**src/rtl/alu_seq_pkg.sv**
```systemverilog
// ----------------------------------------------------------------------------
// alu_seq_pkg : shared op codes, error bit indices and state encoding
// Rev 1.0
// ----------------------------------------------------------------------------
`default_nettype none

package alu_seq_pkg;

  localparam logic [3:0] OP_ADD = 4'd0;
  localparam logic [3:0] OP_SUB = 4'd1;
  localparam logic [3:0] OP_MUL = 4'd2;
  localparam logic [3:0] OP_DIV = 4'd3;
  localparam logic [3:0] OP_MOD = 4'd4;

  localparam int ERR_OVF  = 0;
  localparam int ERR_DIV0 = 1;
  localparam int ERR_ILL  = 2;

  typedef logic [1:0] state_t;
  localparam state_t ST_IDLE  = 2'd0;
  localparam state_t ST_DRIVE = 2'd1;
  localparam state_t ST_RESP  = 2'd2;

  function automatic logic op_is_legal(input logic [3:0] op);
    return op <= OP_MOD;
  endfunction

  // Overflow is meaningful only for add/sub, divide-by-zero only for div/mod.
  function automatic logic [2:0] mask_err(input logic [3:0] op, input logic [1:0] alu_err);
    logic [2:0] e;
    e = 3'b000;
    e[ERR_OVF]  = alu_err[ERR_OVF]  & ((op == OP_ADD) | (op == OP_SUB));
    e[ERR_DIV0] = alu_err[ERR_DIV0] & ((op == OP_DIV) | (op == OP_MOD));
    return e;
  endfunction

endpackage

`default_nettype wire

```
**src/rtl/alu_sequencer_if.sv**
```systemverilog
// ----------------------------------------------------------------------------
// alu_seq_if : command and response handshake bundle for alu_sequencer
// Rev 1.0
// ----------------------------------------------------------------------------
`default_nettype none

interface alu_seq_if;

  logic        cmd_valid;
  logic        cmd_ready;
  logic [3:0]  cmd_op;
  logic [15:0] cmd_a;
  logic [15:0] cmd_b;
  logic        cmd_use_acc;
  logic        rsp_valid;
  logic        rsp_ready;
  logic [31:0] rsp_result;
  logic [2:0]  rsp_err;

  modport master (
    output cmd_valid, cmd_op, cmd_a, cmd_b, cmd_use_acc, rsp_ready,
    input  cmd_ready, rsp_valid, rsp_result, rsp_err
  );

  modport slave (
    input  cmd_valid, cmd_op, cmd_a, cmd_b, cmd_use_acc, rsp_ready,
    output cmd_ready, rsp_valid, rsp_result, rsp_err
  );

endinterface

`default_nettype wire

```
**src/rtl/alu_sequencer.sv**
```systemverilog
// ----------------------------------------------------------------------------
// alu_sequencer : registered command front-end for a combinational ALU
// Rev 1.0
// ----------------------------------------------------------------------------
`default_nettype none

module alu_sequencer
  import alu_seq_pkg::*;
#(
  parameter int SETTLE_CYCLES = 2
) (
  input  logic        clk,
  input  logic        rst_n,
  alu_seq_if.slave    bus,
  input  logic        acc_clr,
  output logic [15:0] alu_a,
  output logic [15:0] alu_b,
  output logic [3:0]  alu_op,
  input  logic [31:0] alu_result,
  input  logic [1:0]  alu_err,
  output logic [31:0] acc,
  output logic        busy
);

  localparam logic [3:0] c_SETTLE_LOAD = 4'(SETTLE_CYCLES - 1);

  state_t      state_q, state_d;
  logic [3:0]  cnt_q, cnt_d;
  logic [15:0] alu_a_q, alu_a_d;
  logic [15:0] alu_b_q, alu_b_d;
  logic [3:0]  alu_op_q, alu_op_d;
  logic [31:0] rsp_result_q, rsp_result_d;
  logic [2:0]  rsp_err_q, rsp_err_d;
  logic [31:0] acc_q, acc_d;

  logic        w_cmd_fire;
  logic [2:0]  w_cap_err;

  assign w_cmd_fire = bus.cmd_valid && (state_q == ST_IDLE);
  assign w_cap_err  = mask_err(alu_op_q, alu_err);

  always_comb begin
    state_d      = state_q;
    cnt_d        = cnt_q;
    alu_a_d      = alu_a_q;
    alu_b_d      = alu_b_q;
    alu_op_d     = alu_op_q;
    rsp_result_d = rsp_result_q;
    rsp_err_d    = rsp_err_q;
    acc_d        = acc_q;

    case (state_q)
      ST_IDLE: begin
        if (w_cmd_fire) begin
          if (op_is_legal(bus.cmd_op)) begin
            alu_a_d  = bus.cmd_use_acc ? acc_q[15:0] : bus.cmd_a;
            alu_b_d  = bus.cmd_b;
            alu_op_d = bus.cmd_op;
            cnt_d    = c_SETTLE_LOAD;
            state_d  = ST_DRIVE;
          end else begin
            rsp_result_d = 32'd0;
            rsp_err_d    = 3'b100;
            state_d      = ST_RESP;
          end
        end
      end

      ST_DRIVE: begin
        if (cnt_q == 4'd0) begin
          rsp_result_d = alu_result;
          rsp_err_d    = w_cap_err;
          if (w_cap_err == 3'b000) begin
            acc_d = alu_result;
          end
          state_d = ST_RESP;
        end else begin
          cnt_d = cnt_q - 4'd1;
        end
      end

      ST_RESP: begin
        if (bus.rsp_ready) begin
          state_d = ST_IDLE;
        end
      end

      default: begin
        state_d = ST_IDLE;
      end
    endcase

    // A clear outranks a same-cycle capture.
    if (acc_clr) begin
      acc_d = 32'd0;
    end
  end

  always_ff @(posedge clk) begin
    if (!rst_n) begin
      state_q      <= ST_IDLE;
      cnt_q        <= 4'd0;
      alu_a_q      <= 16'd0;
      alu_b_q      <= 16'd0;
      alu_op_q     <= 4'd0;
      rsp_result_q <= 32'd0;
      rsp_err_q    <= 3'b000;
      acc_q        <= 32'd0;
    end else begin
      state_q      <= state_d;
      cnt_q        <= cnt_d;
      alu_a_q      <= alu_a_d;
      alu_b_q      <= alu_b_d;
      alu_op_q     <= alu_op_d;
      rsp_result_q <= rsp_result_d;
      rsp_err_q    <= rsp_err_d;
      acc_q        <= acc_d;
    end
  end

  // Handshake strobes are forced low while reset is held.
  assign bus.cmd_ready  = rst_n && (state_q == ST_IDLE);
  assign bus.rsp_valid  = rst_n && (state_q == ST_RESP);
  assign busy           = rst_n && (state_q != ST_IDLE);
  assign bus.rsp_result = rsp_result_q;
  assign bus.rsp_err    = rsp_err_q;
  assign alu_a          = alu_a_q;
  assign alu_b          = alu_b_q;
  assign alu_op         = alu_op_q;
  assign acc            = acc_q;

endmodule

`default_nettype wire

```
**src/flat_wrapper.sv**
```systemverilog
// flat-port wrapper written by rule: the top's interface ports become plain ports
module alu_sequencer_flat import alu_seq_pkg::*;
#(
  parameter int SETTLE_CYCLES = 2
)
  (clk, rst_n, acc_clr, alu_a, alu_b, alu_op, alu_result, alu_err, acc, busy, bus_cmd_valid, bus_cmd_op, bus_cmd_a, bus_cmd_b, bus_cmd_use_acc, bus_rsp_ready, bus_cmd_ready, bus_rsp_valid, bus_rsp_result, bus_rsp_err);
  alu_seq_if bus_i ();
  input  logic clk;
  input  logic rst_n;
  input  logic acc_clr;
  output logic [15:0] alu_a;
  output logic [15:0] alu_b;
  output logic [3:0] alu_op;
  input  logic [31:0] alu_result;
  input  logic [1:0] alu_err;
  output logic [31:0] acc;
  output logic busy;
  input wire logic [$bits(bus_i.cmd_valid)-1:0] bus_cmd_valid;
  input wire logic [$bits(bus_i.cmd_op)-1:0] bus_cmd_op;
  input wire logic [$bits(bus_i.cmd_a)-1:0] bus_cmd_a;
  input wire logic [$bits(bus_i.cmd_b)-1:0] bus_cmd_b;
  input wire logic [$bits(bus_i.cmd_use_acc)-1:0] bus_cmd_use_acc;
  input wire logic [$bits(bus_i.rsp_ready)-1:0] bus_rsp_ready;
  output wire logic [$bits(bus_i.cmd_ready)-1:0] bus_cmd_ready;
  output wire logic [$bits(bus_i.rsp_valid)-1:0] bus_rsp_valid;
  output wire logic [$bits(bus_i.rsp_result)-1:0] bus_rsp_result;
  output wire logic [$bits(bus_i.rsp_err)-1:0] bus_rsp_err;
  assign bus_i.cmd_valid = bus_cmd_valid;
  assign bus_i.cmd_op = bus_cmd_op;
  assign bus_i.cmd_a = bus_cmd_a;
  assign bus_i.cmd_b = bus_cmd_b;
  assign bus_i.cmd_use_acc = bus_cmd_use_acc;
  assign bus_i.rsp_ready = bus_rsp_ready;
  assign bus_cmd_ready = bus_i.cmd_ready;
  assign bus_rsp_valid = bus_i.rsp_valid;
  assign bus_rsp_result = bus_i.rsp_result;
  assign bus_rsp_err = bus_i.rsp_err;
  alu_sequencer #(.SETTLE_CYCLES(SETTLE_CYCLES)) u_core (.clk(clk), .rst_n(rst_n), .bus(bus_i), .acc_clr(acc_clr), .alu_a(alu_a), .alu_b(alu_b), .alu_op(alu_op), .alu_result(alu_result), .alu_err(alu_err), .acc(acc), .busy(busy));
endmodule
```
**config.mk**
```make
export PLATFORM = sky130hd
export DESIGN_NAME = alu_sequencer_flat
export DESIGN_NICKNAME = d
export VERILOG_FILES = /design/src/rtl/alu_seq_pkg.sv /design/src/rtl/alu_sequencer_if.sv /design/src/rtl/alu_sequencer.sv /design/src/flat_wrapper.sv
export SDC_FILE = /design/constraint.sdc
export NUM_CORES = 1
export LEC_CHECK = 0
export BUFFER_PORTS_ARGS = -buffer_cell sky130_fd_sc_hd__buf_2
export CAP_MARGIN = 5
export CORE_MARGIN = 3
export CORE_UTILIZATION = 42
export DETAILED_ROUTE_END_ITERATION = 10
export PLACE_DENSITY_LB_ADDON = 0.25
export SLEW_MARGIN = 20
export SYNTH_ARGS = -nofsm -noshare
export SYNTH_HDL_FRONTEND = slang
export SYNTH_SLANG_ARGS = --single-unit
```
**constraint.sdc**
```tcl
create_clock -name clk -period 1.8 [get_ports clk]
set_clock_uncertainty 0.15 [all_clocks]
set_input_delay 0.36 -clock clk [delete_from_list [all_inputs] [get_ports clk]]
set_output_delay 0.36 -clock clk [all_outputs]
set_load 0.01 [all_outputs]
```
==> impl_results.md, run 1 <==
- Ys async rst share: 0%
- Top cell type's share of synthesized area: 52.53%
- Syn. warnings: 0
- Min cycle time layout: 1.778 ns
- DR top layer: met4
- Clock slew at reported path FFs: 0.11 ns
- Core region area: 9415 um2
- Synth top area cells: dfxtp_1, nand2_1, a22oi_1, nor2_1, nand4_1
- Detailed Routing Iterations Pass 1: 4
- Synth Net Count: 550
- Slew @ Worst Pin: 0.4609 ns
- Switching power: 1.199 mW
- Via count: 4109
- Area after DPL: 5290 um2
- Unrepaired setup endpoints after global routing: true
- Num CTS Buffers: 9
- Max IR drop VDD: 435.0 uV
- Post-synthesis adder-cell area fraction: 0.3012%
- Synthesized area: 4154 um2
- Outcome: finished, final reports clean
- Largest net degree at the start of global routing: 41
- Pwr Total: 4.513 mW
- Slew Viols, Final: 0
- Top FF cell, synth: dfxtp_1
- Die width: 105.5 um
- Register area share after synthesis: 52.53%
- Sw Ratio: 26.57%
- Design area: 5664 um2
- Routed wire per std cell: 15.55 um
- # setup viols final: 0
- Post-synthesis mux area share: 3.855%
- Setup crit start kind: flip-flop
- DIE HEIGHT: 105.5 um
- Final layout net count: 735
- Worst EP required: 1.89 ns
- Initial antenna violation count: 0
- Maxcap violations: 0
- N_diodes: 0
- FF+latch count, synth: 109
- Clock root buffer: clkbuf_8
- Comb pwr share: 13.8%
- Layout cell share with drive strength beyond 1: 39.22%
- Routed met3 length: 675 um
- DRC viols: 0
- Largest family of logic cells by synthesized area: simple AND/OR/NAND/NOR gates
- Vias in the first global route: 3988
- Worst min path class: input port to flip-flop
- Finished Layout Cells: 792
- Synth Area in XOR/XNOR: 0%
- Wl on met1: 5435 um
- Clock Power Share: 30.4%
- Drt initial violations: 159
- Critical Path AT: 1.87 ns
- TritonCTS clock tree: done
- Simple-Gate Fraction of Synth Area: 20.57%
- P per Cell Area: 796.8 nW/um2
- Row Count: 35
- # H-tree levels: 3
- Flop pwr share: 55.8%
- Compound-Gate Fraction of Synth Area: 17.50%
- First-pass GRT wire length: 19250 um
- CP Max Fanout: 38
- DRT antenna net count: 0
- Pint: 3.314 mW
- Post-synth EDFFs: 0
- Sink Count: 109
- Gp weighted congestion: 0.8029
- Die Area: 11120 um2
- Fill count: 871
- Unique cell type count in the Yosys netlist: 34
- LEAKAGE: 2.534 nW
- Crit path kind: flip-flop to flip-flop
- Vias per std cell: 5.188
- Hpwl dp: 8788 um
- Fmax: 562.4 MHz
- Area growth from synthesis to layout: 36.36%
- Congestion Overflow GR: 0
- Starting density of the core: 44.12%
- Hold Violations, Final: 0
- Post-synth top area cell: dfxtp_1
- Critical path endpoint category: flip-flop
- Later-pin clock latency in the skew report: 0.34 ns
- Core Util, Final: 60.16%
- Max clock buf depth: 2
- WL met2: 6025 um
- Relative slew slack: 69.28%
- Cells after DPL: 769
- I/O pin count: 182
- Final Cycle Share: 98.78%
- Synthesized instance count: 473
- Worst hold slack: 0.08546 ns
- GRT Util Overall: 21.03%
- Final wirelength: 12320 um
- Port Buf Inserts: 181
- Avg Cell Area, Syn: 8.782 um2
timing repair:
item                                    CTS  global route
setup buffers                             3             2
gates cloned                              3             0
endpoints found under the setup margin   64            68
resized for setup                         7            24
hold buffers                              0             0
pin swaps                                 1             2
kinds of logic after synthesis:
group | count (synthesis)
AND/OR/NAND/NOR | 186
AO/OA/AOI/OAI | 115
flip-flops | 109
buffers and inverters | 46
multiplexers | 16
adder cells (fa/ha/maj) | 1
worst paths after layout:
kind / cells past startpoint / to / slack [ns] / startpoint
worst max-delay path: 8 / u_core.bus.rsp_result[31]$_SDFFE_PN0P_ / 0.02 / u_core.cnt_q[0]$_SDFFE_PN0P_
worst min-delay path: 3 / u_core.alu_b[12]$_SDFFE_PN0P_ / 0.09 / bus_cmd_b[12]
worst max register to register: 8 / u_core.bus.rsp_result[31]$_SDFFE_PN0P_ / 0.02 / u_core.cnt_q[0]$_SDFFE_PN0P_
worst min register to register: 2 / u_core.acc[24]$_SDFFE_PP0P_ / 0.30 / u_core.acc[24]$_SDFFE_PP0P_
sequential cells by signal (all words and copies together) (netlist names):
| register | cells |
|---|---|
| u_core.alu_b | 16 |
| u_core.bus.rsp_err | 3 |
| u_core.alu_a | 16 |
| u_core.state_q | 2 |
| u_core.bus.rsp_result | 32 |
| u_core.cnt_q | 4 |
| u_core.acc | 32 |
| u_core.alu_op | 4 |
cells in the final DEF (no fill, tap or decap), drive strengths merged, types with 5 or more instances in the layout:
cell / count
nor2: 56
nand2: 72
nand4: 32
a21oi: 24
buf: 213
inv: 6
a211oi: 18
clkbuf: 11
a22oi: 32
o21ai: 37
dfxtp: 109
mux2i: 16
nor3: 5
final cells by class:
class,instances,area [um2],area share (%)
repair buffers,214,1251,22.09
multi-input cells,319,1862,32.87
inverters,5,18.77,0.3313
clock buffers,11,141.4,2.496
clock inverters,5,43.79,0.7731
well taps,129,161.4,2.850
flip-flops and latches,109,2186,38.59
critical path: stages (launching register included):
cell	delay [ns]
dfxtp_2	0.34
inv_2	0.07
ha_4	0.14
buf_4	0.10
nand4bb_1	0.09
a221o_1	0.35
buf_12	0.20
a22oi_1	0.16
nor2_1	0.06
synth_stat cells (5+ instances only):
| cell | number |
|---|---|
| a211oi_1 | 18 |
| a21oi_1 | 24 |
| a22oi_1 | 32 |
| buf_2 | 12 |
| clkbuf_1 | 25 |
| dfxtp_1 | 109 |
| mux2i_1 | 16 |
| nand2_1 | 72 |
| nand4_1 | 32 |
| nor2_1 | 56 |
| nor3_1 | 5 |
| o21ai_0 | 6 |
| o21ai_1 | 27 |
through the flow:
stage	setup WS (ns)	TNS, ns
after floorplan	0.006442	0
after global placement	0.008130	0
after detailed placement	-0.1154	-2.918
after CTS	-0.01405	-0.09451
after global routing	-0.03966	-0.7403
final	0.02196	0
routing by layer:
layer,GRT usage [%],vias to the layer above
met4,7.029,0
met2,36.43,153
met1,26.12,1905
li1,-,2039
met5,0,-
met3,4.042,12
power groups by stage:
| stage | Clock (mW) | Sequential (mW) | Combinational, mW |
|---|---|---|---|
| after floorplan | 0 | 2.60 | 0.269 |
| final | 1.37 | 2.52 | 0.623 |
| after CTS | 1.42 | 2.51 | 0.596 |
| after global routing | 1.51 | 2.53 | 0.677 |
| after detailed placement | 0 | 2.57 | 0.574 |
| after global placement | 0 | 2.57 | 0.565 |
Power figures use the tool's default switching activity.
==> inputs of run 2 (changes only) <==
- CORE_MARGIN: 3 -> 2
==> run 2 against run 1 <==
Net effect:
- setup slack improved by 0.026 ns
- die area decreased by 3.8%
- fmax increased by 1.5%
- count of clock-buffer cells in the layout down 1
- total power is 6.3% higher
- first-iteration DRC count decreased by 13%
- wire length rose by 0.58%
- clock power rose by 22%
- via count is 0.68% lower
- flip-flop and latch count stayed put
- utilization is 1.3 points lower
- non-clock buffer count decreased by 5
==> impl_results.md, run 2 (synthesized netlist as in run 1, its figures left out) <==
- Outcome: finished, final reports clean
- Dpl ws: -0.09255 ns (+0.02287 ns)
- Max IR drop VDD: 475.1 uV (+9.2%)
- DRT antenna net count: 0 (unchanged)
- Most frequent cells in the layout: buf_2, dfxtp_1, nand2_1
- Finished Layout Cells: 792 (unchanged)
- Core region area: 9684 um2 (+2.9%)
- Top Usage Layer GRT: met2
- Crit path kind: flip-flop to flip-flop
- Hpwl dp: 8377 um (-4.7%)
- Worst EP required: 1.94 ns (+0.05 ns)
- Detailed Routing Iterations Pass 1: 4 (unchanged)
- N_diodes: 0 (unchanged)
- Design area: 5702 um2 (+0.66%)
- Fmax: 570.9 MHz (+1.5%)
- Port Buf Inserts: 181 (unchanged)
- Starting density of the core: 42.89% (-1.2 points)
- Comb pwr share: 12.8% (-1.0 points)
- Flop pwr share: 52.4% (-3.4 points)
- Routed wire per std cell: 15.64 um (+0.58%)
- Layout cell share with drive strength beyond 1: 38.09% (-1.1 points)
- Sw Ratio: 25.23% (-1.3 points)
- Hold Violations, Final: 0 (unchanged)
- Met1 Track Usage GR: 28.39% (+2.3 points)
- CP Max Fanout: 8 (-79%)
- Min cycle time layout: 1.752 ns (-0.02638 ns)
- Vias per std cell: 5.153 (-0.68%)
- Congestion Overflow GR: 0 (unchanged)
- Max clock buf depth: 2 (unchanged)
- Die width: 103.5 um (-1.9%)
- Setup crit start kind: flip-flop
- Cts hold-fix bufs: 0 (unchanged)
- LEAKAGE: 2.552 nW (+0.69%)
- Final setup margin: 0.04833 ns (+0.02638 ns)
- DRC viols: 0 (unchanged)
- First-pass GRT wire length: 18110 um (-6.0%)
- P per Cell Area: 841.5 nW/um2 (+5.6%)
- Critical path endpoint category: flip-flop
- Clock slew at reported path FFs: 0.11 ns (about the same)
- Initial antenna violation count: 0 (unchanged)
- I/O pin count: 182 (unchanged)
- # H-tree levels: 3 (unchanged)
- Num CTS Buffers: 9 (unchanged)
- Gp weighted congestion: 0.8110 (+1.0%)
- Critical Path AT: 1.89 ns (+0.02 ns)
- Die Area: 10700 um2 (-3.8%)
- Cells after DPL: 769 (unchanged)
- Vias in the first global route: 3642 (-8.7%)
- Met3 usage: 3.763% (-0.28 points)
- Worst min path class: input port to flip-flop
- Most common cell after layout, fill and taps aside: buf_2
- GRT Util Overall: 21.58% (+0.55 points)
- Drt initial violations: 138 (-13%)
- # setup viols final: 0 (unchanged)
- Pint: 3.588 mW (+8.3%)
- Unrepaired setup endpoints after global routing: true
- Area growth from synthesis to layout: 37.26%
- Final Cycle Share: 97.31% (-1.5 points)
- TritonCTS clock tree: done
- M2 GR Usage: 35.93% (-0.50 points)
- Later-pin clock latency in the skew report: 0.36 ns (+0.02 ns)
- Final layout net count: 731 (-0.54%)
- Slew @ Worst Pin: 0.4568 ns (-0.004034 ns)
- Switching power: 1.210 mW (+0.92%)
- Via count: 4081 (-0.68%)
- Clock Power Share: 34.8% (+4.4 points)
- Row Count: 36 (+2.9%)
- Clock root buffer: clkbuf_8
- Largest net degree at the start of global routing: 47 (+15%)
- Pwr Total: 4.798 mW (+6.3%)
- Maxcap violations: 0 (unchanged)
- Area after DPL: 5278 um2 (-0.24%)
- Final wirelength: 12390 um (+0.58%)
- Relative slew slack: 69.55% (+0.27 points)
- Sink Count: 109 (unchanged)
- DIE HEIGHT: 103.5 um (-1.9%)
- Worst hold slack: 0.07983 ns (-0.005632 ns)
- Slew Viols, Final: 0 (unchanged)
[run 2: area by class of cell]
class,count,area [um2]
Clock inverter,6,91.34
Sequential cell,109,2186
Timing Repair Buffer,209,1262
Inverter,5,18.77
Clock buffer,10,137.6
Fill cell,912,3983
Multi-Input combinational cell,320,1839
Tap cell,133,166.4
[run 2: through the flow]
step | setup TNS [ns] | utilization, %
2_1_floorplan | 0 | -
3_3_place_gp | -0.05356 | 54.50
3_5_place_dp | -2.120 | 54.50
4_1_cts | -0.04571 | 57.39
5_1_grt | -0.06085 | 58.88
6_report | 0 | 58.88
[run 2: worst max-delay path, stage by stage, from the launching register on]
cell and delay (ns):
dfxtp_2 0.35, or4b_4 0.54, and3_4 0.22, and2_2 0.28, o21ai_1 0.15
[run 2: routing by layer]
metal | routed length [um] | part of all wire (%) | vias up
met5 | 0 | 0 | -
li1 | - | - | 2026
met2 | 5884 | 47 | 126
met3 | 744 | 6.0 | 15
met4 | 199 | 1.6 | 0
met1 | 5562 | 45 | 1914
[run 2: power groups by stage]
stage               clock (mW)  combinational [mW]  sequential, mW
CTS                       1.72               0.587            2.51
global route              1.79               0.673            2.52
floorplan                    0               0.269            2.60
detailed placement           0               0.571            2.57
global placement             0               0.560            2.57
finish                    1.67               0.615            2.52
[run 2: worst paths after layout]
| kind | from | to | slack (ns) | cells after the start |
|---|---|---|---|---|
| max reg2reg | u_core.alu_op[2]$_SDFFE_PN0P_ | u_core.acc[5]$_SDFFE_PP0P_ | 0.05 | 4 |
| min | bus_cmd_b[0] | u_core.alu_b[0]$_SDFFE_PN0P_ | 0.08 | 3 |
| min reg2reg | u_core.acc[29]$_SDFFE_PP0P_ | u_core.acc[29]$_SDFFE_PP0P_ | 0.31 | 2 |
| max | u_core.alu_op[2]$_SDFFE_PN0P_ | u_core.acc[5]$_SDFFE_PP0P_ | 0.05 | 4 |
[run 2: repair_timing]
item	4_1_cts	5_1_grt
setup endpoints to repair	64	66
resized for setup	7	17
gates cloned	2	4
pin swaps	1	7
buffers inserted	0	1
==> inputs of run 3 (changes only) <==
- MAX_ROUTING_LAYER: not set -> met4
==> run 3 against run 2 <==
Net effect:
- non-clock buffer count unchanged
- register-to-register slack about the same
- fmax is 0.18% higher
- global-route usage rose by 0.65 points
- wire length down 0.59%
- sequential share of layout area is the same
- first-iteration DRC count grew 5.8%
- count of clock-buffer cells in the layout unchanged
==> impl_results.md, run 3 (synthesized netlist as in run 1, its figures left out) <==
- Later-pin clock latency in the skew report: 0.36 ns (about the same)
- Slew Viols, Final: 0 (unchanged)
- Clock root buffer: clkbuf_8
- DIE HEIGHT: 103.5 um (unchanged)
- CP Cell Sequence: or4b_4, and3_4, and2_2, o21ai_1
- Via count: 4066 (-0.37%)
- Row Count: 36 (unchanged)
- Hold Crit Depth: 3 (unchanged)
- Hpwl dp: 8377 um (unchanged)
- Hold Violations, Final: 0 (unchanged)
- Slowest stage cell, crit path: or4b_4
- Die width: 103.5 um (unchanged)
- Min cycle time layout: 1.748 ns (-0.003180 ns)
- DRT antenna net count: 0 (unchanged)
- Vias per std cell: 5.134 (-0.37%)
- CP delay by family, top: simple AND/OR/NAND/NOR gates
- Footprint of the multi-input gates: 1839 um2 (unchanged)
- Fill count: 912 (unchanged)
- Final layout net count: 731 (unchanged)
- Layout cell share with drive strength beyond 1: 38.09% (unchanged)
- Pwr Total: 4.793 mW (-0.10%)
- Critical path endpoint category: flip-flop
- Critical Path AT: 1.89 ns (about the same)
- TritonCTS clock tree: done
- Vias in the first global route: 3650 (+0.22%)
- # setup viols final: 0 (unchanged)
- Final Cycle Share: 97.14% (-0.18 points)
- Most frequent cells in the layout: buf_2, dfxtp_1, nand2_1
- Maxcap violations: 0 (unchanged)
- Worst hold slack: 0.08083 ns (+0.001005 ns)
- Initial antenna violation count: 0 (unchanged)
- LEAKAGE: 2.552 nW (unchanged)
- Fmax: 571.9 MHz (+0.18%)
- Setup crit start kind: flip-flop
- Die Area: 10700 um2 (unchanged)
- Crit-path max cell delay: 0.54 ns (about the same)
- Clock slew at reported path FFs: 0.10 ns (about the same)
- Unrepaired setup endpoints after global routing: true
- Outcome: finished, final reports clean
- Sink Count: 109 (unchanged)
- N_diodes: 0 (unchanged)
- Drt initial violations: 146 (+5.8%)
- Core region area: 9684 um2 (unchanged)
- CP Max Fanout: 8 (unchanged)
- Num CTS Buffers: 9 (unchanged)
- Area growth from synthesis to layout: 37.26% (unchanged)
- Slew @ Worst Pin: 0.4568 ns (+0.00002384 ns)
- Congestion Overflow GR: 0 (unchanged)
- Worst EP required: 1.94 ns (about the same)
- Relative slew slack: 69.54% (about the same)
- Final wirelength: 12320 um (-0.59%)
- Port Buf Inserts: 181 (unchanged)
- Largest net degree at the start of global routing: 47 (unchanged)
- Most common cell after layout, fill and taps aside: buf_2
- I/O pin count: 182 (unchanged)
- Worst min path class: input port to flip-flop
- Max clock buf depth: 2 (unchanged)
- GRT Util Overall: 22.24% (+0.65 points)
- DRC viols: 0 (unchanged)
- Routed wire per std cell: 15.55 um (-0.59%)
- Max IR drop VDD: 474.6 uV (-0.10%)
- # H-tree levels: 3 (unchanged)
- Reg2Reg Depth: 4 (unchanged)
- First-pass GRT wire length: 18080 um (-0.12%)
- Detailed Routing Iterations Pass 1: 4 (unchanged)
- Buf/Inv on CP: 0 (unchanged)
- Register area: 2186 um2 (unchanged)
- Starting density of the core: 42.89% (unchanged)
- Gp weighted congestion: 0.8230 (+1.5%)
- Crit path kind: flip-flop to flip-flop
- P per Cell Area: 840.6 nW/um2 (-0.10%)
- Critical path depth in cells: 4 (unchanged)
==> run 3: cell counts in the layout (fill, tap and decap cells not counted) <==
No cell type changed its count.
==> run 3: per-layer routing <==
metal / global-route usage [%] / up-vias / part of all wire [%]
met5: - / - / 0
met4: 7.287 / 0 / 1.7
met3: 3.360 / 18 / 5.4
met2: 36.03 / 124 / 47
met1: 28.56 / 1896 / 46
li1: - / 2028 / -
==> run 3: area by class of cell <==
| class | count | share of cell area, % |
|---|---|---|
| clock inverter | 6 | 1.602 |
| multi-input combinational | 320 | 32.26 |
| timing repair buffer | 209 | 22.14 |
| clock buffer | 10 | 2.414 |
| tap | 133 | 2.919 |
| inverter | 5 | 0.3292 |
| sequential | 109 | 38.34 |
==> run 3: worst paths after layout <==
check	from	endpoint	slack (ns)
setup / recovery	u_core.alu_op[2]$_SDFFE_PN0P_	u_core.acc[24]$_SDFFE_PP0P_	0.05
hold / removal	bus_cmd_b[0]	u_core.alu_b[0]$_SDFFE_PN0P_	0.08
setup reg to reg	u_core.alu_op[2]$_SDFFE_PN0P_	u_core.acc[24]$_SDFFE_PP0P_	0.05
hold reg to reg	u_core.acc[29]$_SDFFE_PP0P_	u_core.acc[29]$_SDFFE_PP0P_	0.30
==> run 3: power by group <==
group	internal [mW]	total (mW)	leakage (nW)	switching, mW
clock	0.836	1.66	0.118	0.829
sequential	2.48	2.52	0.884	0.0357
combinational	0.273	0.614	1.55	0.341
==> run 3: stage by stage <==
stage	cells	setup WS [ns]	setup TNS (ns)	utilization, %	instance area, um2
floorplan	473	0.006442	0	-	4156
global placement	769	-0.02380	-0.05356	54.50	5278
detailed placement	769	-0.09255	-2.120	54.50	5278
CTS	787	-0.02591	-0.04571	57.39	5558
global route	792	-0.03535	-0.06065	58.88	5702
finish	792	0.05151	0	58.88	5702
==> run 3: what timing repair did <==
item	in CTS	in global routing
resized for setup	7	17
setup buffers	0	1
endpoints found under the setup margin	64	66
hold buffers	0	0
pin swaps	1	7
cloned	2	4
==> run 3: worst min-delay path: stages <==
cell     delay, ns
buf_2         0.10
nand2_1       0.05
a21oi_1       0.05
